<file path="src/rtl/hazard_scoreboard.sv">
// Hazard scoreboard: tracks post-decode writers, detects data/PC hazards and selects forwarding.
// Define HAZARD_FWD_EN to enable E-stage forwarding; otherwise dependent instructions stall until writeback.
module hazard_scoreboard #(
    parameter int unsigned AW     = 4,
    parameter int unsigned DEPTH  = 3,
    parameter int unsigned PC_REG = 15,
    parameter int unsigned CNT_W  = 16,
    localparam int unsigned FW    = $clog2(DEPTH)
) (
    input  logic             clk,
    input  logic             reset,
    input  logic             d_valid,
    input  logic             d_we,
    input  logic             d_load,
    input  logic             d_use1,
    input  logic             d_use2,
    input  logic [AW-1:0]    d_ra1,
    input  logic [AW-1:0]    d_ra2,
    input  logic [AW-1:0]    d_rd,
    input  logic             e_branch_taken,
    input  logic             mem_busy,
    output logic             stall_f,
    output logic             stall_d,
    output logic             flush_d,
    output logic             flush_e,
    output logic             hold_ew,
    output logic [FW-1:0]    fwd_a,
    output logic [FW-1:0]    fwd_b,
    output logic [AW-1:0]    e_ra1,
    output logic [AW-1:0]    e_ra2,
    output logic [CNT_W-1:0] stall_cnt
);

    logic [DEPTH-1:0] r_vld;
    logic [DEPTH-1:0] r_pcw;
    logic [AW-1:0]    r_rd [DEPTH];
    logic [AW-1:0]    r_e_ra1;
    logic [AW-1:0]    r_e_ra2;
    logic [CNT_W-1:0] r_stall_cnt;

    logic [DEPTH-1:0] w_m_d1;
    logic [DEPTH-1:0] w_m_d2;
    logic             w_dstall;
    logic             w_pcpend;
    logic             w_d_pcw;

    assign w_d_pcw = d_rd == AW'(PC_REG);

    // Decode-side address matches against every tracked writer; the PC is never a data hazard.
    always_comb begin
        w_m_d1 = '0;
        w_m_d2 = '0;
        for (int k = 0; k < DEPTH; k++) begin
            w_m_d1[k] = r_vld[k] && (r_rd[k] == d_ra1) && (d_ra1 != AW'(PC_REG));
            w_m_d2[k] = r_vld[k] && (r_rd[k] == d_ra2) && (d_ra2 != AW'(PC_REG));
        end
    end

`ifdef HAZARD_FWD_EN
    // Only the E-stage entry's load flag matters: a load one stage further is forwardable.
    logic                 r_ld0;
    logic [DEPTH-1:0]     w_m_e1;
    logic [DEPTH-1:0]     w_m_e2;
    logic [2*DEPTH-1:0]   w_unused;

    always_ff @(posedge clk or negedge reset) begin
        if (!reset) begin
            r_ld0 <= 1'b0;
        end else if (!mem_busy) begin
            r_ld0 <= d_load;
        end
    end

    always_comb begin
        w_m_e1 = '0;
        w_m_e2 = '0;
        for (int k = 0; k < DEPTH; k++) begin
            w_m_e1[k] = r_vld[k] && (r_rd[k] == r_e_ra1) && (r_e_ra1 != AW'(PC_REG));
            w_m_e2[k] = r_vld[k] && (r_rd[k] == r_e_ra2) && (r_e_ra2 != AW'(PC_REG));
        end
        fwd_a = '0;
        fwd_b = '0;
        // Descending scan so the youngest (smallest k) producer wins.
        for (int k = int'(DEPTH) - 1; k >= 1; k--) begin
            if (w_m_e1[k]) fwd_a = FW'(k);
            if (w_m_e2[k]) fwd_b = FW'(k);
        end
    end

    assign w_dstall = d_valid && r_ld0 && ((d_use1 && w_m_d1[0]) || (d_use2 && w_m_d2[0]));
    assign w_unused = {w_m_d1[DEPTH-1:1], w_m_d2[DEPTH-1:1], w_m_e1[0], w_m_e2[0]};
`else
    logic [2:0] w_unused;

    assign fwd_a    = '0;
    assign fwd_b    = '0;
    assign w_dstall = d_valid && ((d_use1 && (|w_m_d1[DEPTH-2:0])) ||
                                  (d_use2 && (|w_m_d2[DEPTH-2:0])));
    assign w_unused = {d_load, w_m_d1[DEPTH-1], w_m_d2[DEPTH-1]};
`endif

    assign w_pcpend = (d_valid && d_we && w_d_pcw) || (|(r_vld & r_pcw));

    // A taken branch discards the decode instruction, so it overrides the load-use stall.
    always_comb begin
        stall_d = (w_dstall && !e_branch_taken) || mem_busy;
        stall_f = stall_d || w_pcpend;
        flush_e = !mem_busy && (w_dstall || e_branch_taken);
        flush_d = !mem_busy && (e_branch_taken || (w_pcpend && !w_dstall));
        hold_ew = mem_busy;
    end

    always_ff @(posedge clk or negedge reset) begin
        if (!reset) begin
            r_vld       <= '0;
            r_pcw       <= '0;
            r_e_ra1     <= '0;
            r_e_ra2     <= '0;
            r_stall_cnt <= '0;
            for (int k = 0; k < DEPTH; k++) r_rd[k] <= '0;
        end else if (!mem_busy) begin
            for (int k = 1; k < DEPTH; k++) begin
                r_vld[k] <= r_vld[k-1];
                r_pcw[k] <= r_pcw[k-1];
                r_rd[k]  <= r_rd[k-1];
            end
            r_vld[0] <= d_valid && d_we && !flush_e;
            r_pcw[0] <= d_we && w_d_pcw;
            r_rd[0]  <= d_rd;
            if (!flush_e) begin
                r_e_ra1 <= d_ra1;
                r_e_ra2 <= d_ra2;
            end
            if (w_dstall && !e_branch_taken && (r_stall_cnt != '1)) begin
                r_stall_cnt <= r_stall_cnt + CNT_W'(1);
            end
        end
    end

    assign e_ra1     = r_e_ra1;
    assign e_ra2     = r_e_ra2;
    assign stall_cnt = r_stall_cnt;

endmodule

</file>
<file path="config.mk">
export PLATFORM = sky130hd
export DESIGN_NAME = hazard_scoreboard
export DESIGN_NICKNAME = d
export VERILOG_FILES = /design/src/rtl/hazard_scoreboard.sv
export SDC_FILE = /design/constraint.sdc
export NUM_CORES = 1
export LEC_CHECK = 0
export CORE_MARGIN = 3
export CORE_UTILIZATION = 45
export CTS_BUF_LIST = sky130_fd_sc_hd__clkbuf_16
export DETAILED_ROUTE_END_ITERATION = 16
export MAX_ROUTING_LAYER = met4
export PLACE_DENSITY = 0.76
export RECOVER_POWER = 25
export SLEW_MARGIN = 20
export SYNTH_ARGS = -nofsm -noshare
export SYNTH_HDL_FRONTEND = slang
export SYNTH_SLANG_ARGS = --single-unit
</file>
<file path="constraint.sdc">
create_clock -name clk -period 2.15 [get_ports clk]
set_clock_uncertainty 0.15 [all_clocks]
set_input_delay 0.215 -clock clk [delete_from_list [all_inputs] [get_ports clk]]
set_output_delay 0.215 -clock clk [all_outputs]
set_load 0.01 [all_outputs]
</file>
==> run metrics, run 1 <==
status=finished with violations; failing checks=setup timing; Slew Limit Fails=0; post-synthesis register bit count=38; final hold slack=0.197 ns; TritonCTS clock tree=yes; routability congestion estimate=a little over 0.8; mapped cell area=between 0.0015 and 0.002 sq mm; Yosys Warn Count=0; Clock Path Buffers=2; Least-Margin Pin Slew=0.945 ns; Core ar.=slightly above 0.004 sq mm; hpwl dp=about 3300 um; setup_tns=-0.584 ns; Initial Util=48.3%; maximum clock rate=approximately 450 MHz; Avg WL per Cell=approximately 16 um; # rows=23; Fill cells=around 310; CP Launch Point=r_rd[8]; R2R setup slack=-0.07 ns; first-pass GRT wire length=between 7000 and 8000 um; ANT cells=0; Worst R2R Start=r_rd[8]; vias in the first global route=1645; largest net degree at the start of global routing=39; Clk Latency, worst-skew pair=0.28 ns; Worst path depth=9; number of buffers and inverters on the critical path=3; Worst setup EP type=flip-flop; Most used DFF post-synth=dfrtp_1; Final Util=between 60% and 70%; worst r2r dst=e_ra1[2]; Critical Path Sink=e_ra1[2]; R2R depth=9; final count of hold timing violations=0; P per Cell Area=roughly 650 mW/mm^2; WS Path Type=reg2reg; post-synthesis cell count=roughly 180; Leakage Power=1.22 nW; Max Cap Violations=0; nets@finish=about 270; H-tree depth=2; CP cell instances=xnor2_1 > and2_1 > a32oi_2 > o211ai_4 > buf_4 > buf_8 > a21boi_4 > buf_12 > mux2_2; final worst slack=-0.0699 ns; Tmin final=approximately 2.2 ns; Final period util=103%; Placed Instances=288; total CTS buffers=5; M1 GR Usage=between 20% and 30%; GRT Resource Usage Total=between 10% and 20%; CTS clk-pin slew, worst paths=~0.060 ns; Root Driver=clkbuf_16; CTS sink count=38; GRT overflow=0; DRC violation count after routing=0; Worst Hold Depth=2; Die X=between 70 and 80 um; asr flop ratio synth=between 90% and 100%; Pre-antenna DRT Iters=4; average cell area after synthesis=roughly 11 sq um; Crit path required time=2.16 ns; Final setup viols=10; Top Usage Layer GRT=met2; RSZ-0062 raised after global routing=true; final non-filler cell total=302; Routed Antenna Nets=0; Via density=5.35; Largest stage delay, worst path=between 0.4 and 0.5 ns; Starting DRT DRC Count=130; Yosys cell types=31; Worst VDD drop=0.369 mV; slowest CP cell=dfrtp_1; met2 Track Usage GR=between 20 and 30%; Hold Crit Class=in2reg; antenna violations before repair=0; area grow syn2layout=43.0%; share of cells above drive strength 1=between 20 and 30%; largest delay contributor family on the critical path=compound AO/OA/AOI/OAI gates; met3 usage=3.60%; Slew HR=roughly 37%; sequential area share after synthesis=between 40% and 50%; I/O pin total=54; Via Count=between 1500 and 2000; number of port buffers=48; Critical Path AT=around 2.2 ns; die area=between 0.005 and 0.006 sq mm; Post-synth EDFFs=0; Max FO, Critical Path=8; Critical Path Start Type=flip-flop; total chip power=~1.8 mW; routed wire length=4840 um; Die Height=72.4 um
synth_stat cells, types with 2 or more instances:
library cell  number  area, sq um
a21oi_1            2         10.0
and3_1             4         25.0
buf_4              6         45.0
clkbuf_1           4         15.0
dfrtp_1           38          951
inv_1              4         15.0
mux2_2            21          236
nand2_1            9         33.8
nand3_1           12         60.1
nand4_1           12         75.1
nor2_1             7         26.3
nor2b_1            2         12.5
nor3_1             7         35.0
o21ai_0            4         20.0
xnor2_1           19          166
xor2_1            12          105
power breakdown:
group	total [mW]	switching [mW]	internal [mW]
clock network	0.699	0.276	0.423
logic	0.332	0.141	0.191
registers	0.812	0.0446	0.767
layout by cell type, fill, tap and decap left out, drive strengths merged, types with 7 or more instances in the layout:
cell type       n
xnor2          19
nand2           9
nor3            8
dfrtp          38
mux2           21
nand4          13
nand3          12
clkdlybuf4s50  38
nor2            7
xor2           12
clkbuf          7
buf            27
cells by family after synthesis:
family                   synth area share [%]
AND/OR/NAND/NOR                          16.1
AO/OA/AOI/OAI                            5.80
XOR/XNOR                                 13.7
other                                   0.189
multiplexers                             11.9
flip-flops                               47.9
buffers and inverters                    3.78
adder cells (fa/ha/maj)                 0.630
metrics by stage:
step / worst slack, ns / cell area (sq um)
floorplan: 0.0520 / 2000
global placement: -0.614 / 2620
detailed placement: -0.626 / 2620
finish: -0.0699 / 2840
global route: -0.150 / 2840
CTS: -0.0544 / 2800
routing by layer:
metal	vias to the layer above	wire length [um]
li1	769	-
met2	41	2400
met1	803	2220
met5	-	0
met4	0	44
met3	4	171
worst min path at each step:
stage / start / to / slack [ns]
6_report: d_ra2[3] / e_ra2[3] / 0.20
4_1_cts: d_ra1[0] / e_ra1[0] / 0.26
3_3_place_gp: reset / stall_cnt[8] / 0.21
2_1_floorplan: reset / e_ra1[0] / -0.23
5_1_grt: d_ra2[3] / e_ra2[3] / 0.21
3_5_place_dp: reset / stall_cnt[7] / 0.23
registers in the layout, indices dropped and copies added (netlist names):
name / count
stall_cnt: 16
r_rd: 8
e_ra1: 4
e_ra2: 4
r_pcw: 3
r_vld: 3
timing repair:
action,CTS,global route
hold buffers,1,0
pin swaps,10,3
setup endpoints to repair,12,16
buffers inserted,2,3
resized for setup,28,7
hold endpoints to repair,38,0
area by class of cell:
type	count	area (sq um)	area share (%)
clock buffer	5	125	4.41
clock inverter	3	16.3	0.573
timing repair buffer	73	659	23.2
inverter	4	15.0	0.529
sequential	38	951	33.5
tap	50	62.6	2.20
multi-input combinational	129	1010	35.6
Power figures use the tool's default switching activity.
==> inputs of run 2 (changes only) <==
--- a/config.mk
+++ b/config.mk
@@ -10,7 +10,7 @@
 export CTS_BUF_LIST = sky130_fd_sc_hd__clkbuf_16
 export DETAILED_ROUTE_END_ITERATION = 16
 export MAX_ROUTING_LAYER = met4
-export PLACE_DENSITY = 0.76
+export PLACE_DENSITY = 0.77
 export RECOVER_POWER = 25
 export SLEW_MARGIN = 20
 export SYNTH_ARGS = -nofsm -noshare
==> run 2 against run 1 <==
- the flow still finishes with violations (setup timing)
- sequential cell count unchanged
- count of clock-buffer cells in the layout unchanged
- core utilization down 0.88 points
- hold slack better by 0.075 ns
- sequential power about the same
- largest cell class unchanged
- largest power group unchanged
==> run metrics, run 2 (synthesis gave the netlist of run 1 again) <==
Max FO, Critical Path=3 (was 8); Worst R2R Start=r_rd[8] (unchanged); R2R setup slack=-0.01 ns (was -0.07 ns); maximum clock rate=459 MHz (was 450 MHz); GRT overflow=0 (unchanged); Slew Limit Fails=0 (unchanged); DRC violation count after routing=0 (unchanged); failing checks=setup timing (unchanged); Avg WL per Cell=15.6 um (was 16.0 um); Max Cap Violations=0 (unchanged); total chip power=1.81 mW (was 1.84 mW); final hold slack=0.272 ns (was 0.197 ns); vias in the first global route=1584 (was 1645); Critical Path Sink=flush_d (was e_ra1[2]); Core ar.=0.00412 sq mm (unchanged); leading cell type in the layout, fill and taps excluded=clkdlybuf4s50_1; CP Launch Point=d_ra1[2] (was r_rd[8]); Worst VDD drop=0.600 mV (was 0.369 mV); WS Path Type=in2out (was reg2reg); Die X=72.4 um (unchanged); Tmin final=2.18 ns (was 2.22 ns); antenna violations before repair=0 (unchanged); Hold Crit Class=in2reg (unchanged); Clk Latency, worst-skew pair=0.28 ns (about the same); Die Height=72.4 um (unchanged); Clock Path Buffers=2 (unchanged); CTS clk-pin slew, worst paths=0.05 ns (was 0.06 ns); Pre-antenna DRT Iters=4 (unchanged); GRT Resource Usage Total=20.2% (was 19.5%); Final Util=68.1% (was 69.0%); largest net degree at the start of global routing=39 (unchanged); H-tree depth=2 (unchanged); met2 Track Usage GR=30.8% (was 29.5%); I/O pin total=54 (unchanged); final worst slack=-0.0268 ns (was -0.0699 ns); M1 GR Usage=26.8% (was 26.4%); number of port buffers=48 (unchanged); nets@finish=269 (was 273); Via density=5.28 (was 5.35); Least-Margin Pin Slew=0.918 ns (was 0.945 ns); max reg flops=16 (unchanged); Critical Path AT=1.81 ns (was 2.23 ns); Worst setup EP type=output pin (was flip-flop); Starting DRT DRC Count=83 (was 130); Critical Path Start Type=input pin (was flip-flop); Initial Util=48.3% (unchanged); Via Count=1569 (was 1617); share of cells above drive strength 1=25.9% (was 27.8%); setup_tns=-0.0895 ns (was -0.584 ns); CTS sink count=38 (unchanged); routability congestion estimate=0.820 (was 0.809); ANT cells=0 (unchanged); # rows=23 (unchanged); Final setup viols=10 (unchanged); met3 usage=4.85% (was 3.60%); Final period util=101% (was 103%); worst r2r dst=e_ra1[3] (was e_ra1[2]); status=finished with violations (unchanged); most frequent cells in the layout=clkdlybuf4s50_1, dfrtp_1, mux2_2, xnor2_1, buf_4 (was dfrtp_1, clkdlybuf4s50_1, mux2_2, buf_4, xnor2_1); routed wire length=4640 um (was 4840 um); R2R depth=8 (was 9); die area=0.00525 sq mm (unchanged); hpwl dp=3350 um (was 3310 um); Top Usage Layer GRT=met2 (unchanged); RSZ-0062 raised after global routing=true (unchanged); Routed Antenna Nets=0 (unchanged); total CTS buffers=5 (unchanged); TritonCTS clock tree=yes (unchanged); area grow syn2layout=41.1% (was 43.0%); Leakage Power=1.20 nW (was 1.22 nW); final count of hold timing violations=0 (unchanged); final non-filler cell total=297 (was 302); Placed Instances=287 (was 288); P per Cell Area=645 mW/mm^2 (was 649 mW/mm^2); Root Driver=clkbuf_16 (unchanged); Slew HR=38.8% (was 37.0%); first-pass GRT wire length=7840 um (was 7760 um); Crit path required time=1.78 ns (was 2.16 ns)
run 2: how the worst min path moves through the flow:
stage	start	endpoint	slack [ns]	cells past startpoint
2_1_floorplan	reset	e_ra1[0]	-0.23	0
3_3_place_gp	reset	stall_cnt[9]	0.21	1
3_5_place_dp	reset	stall_cnt[9]	0.22	1
4_1_cts	d_ra1[3]	e_ra1[3]	0.27	2
5_1_grt	d_ra1[3]	e_ra1[3]	0.28	2
6_report	d_ra1[1]	e_ra1[1]	0.27	2
run 2: final cells by class:
type	instances	area [sq um]
flip-flops and latches	38	952
clock inverters	2	7.51
clock buffers	5	125
inverters	4	15.0
well taps	50	62.6
fillers	338	1310
repair buffers	69	627
multi-input cells	129	1010
run 2: repair_timing:
item,CTS,global route
endpoints found under the hold margin,38,0
setup buffers,2,0
pin swaps,10,9
resized for setup,26,8
cloned,0,0
endpoints found under the setup margin,13,17
hold buffers,1,0
run 2: stage by stage:
step	instance area, sq um	setup slack [ns]
3_3_place_gp	2610	-0.520
4_1_cts	2780	-0.0443
3_5_place_dp	2610	-0.541
6_report	2800	-0.0268
2_1_floorplan	2000	0.0520
5_1_grt	2800	-0.160
run 2: power by group:
group	leakage, nW	total (mW)	switching (mW)	internal (mW)
clock	0.0723	0.669	0.255	0.414
sequential	0.492	0.814	0.0455	0.768
combinational	0.635	0.325	0.139	0.187
run 2: critical path, stage by stage:
cell	delay, ns
clkdlybuf4s50_1	0.54
xor2_1	0.21
nor3_2	0.07
a32oi_2	0.20
o211ai_4	0.12
a21bo_2	0.23
a21oi_2	0.10
buf_2	0.13
run 2: per-layer routing:
layer,share of wire (%),up-vias,wire length [um]
met5,0,-,0
met4,1.4,0,63
met3,4.5,6,211
met2,49,40,2290
met1,45,762,2080
li1,-,761,-
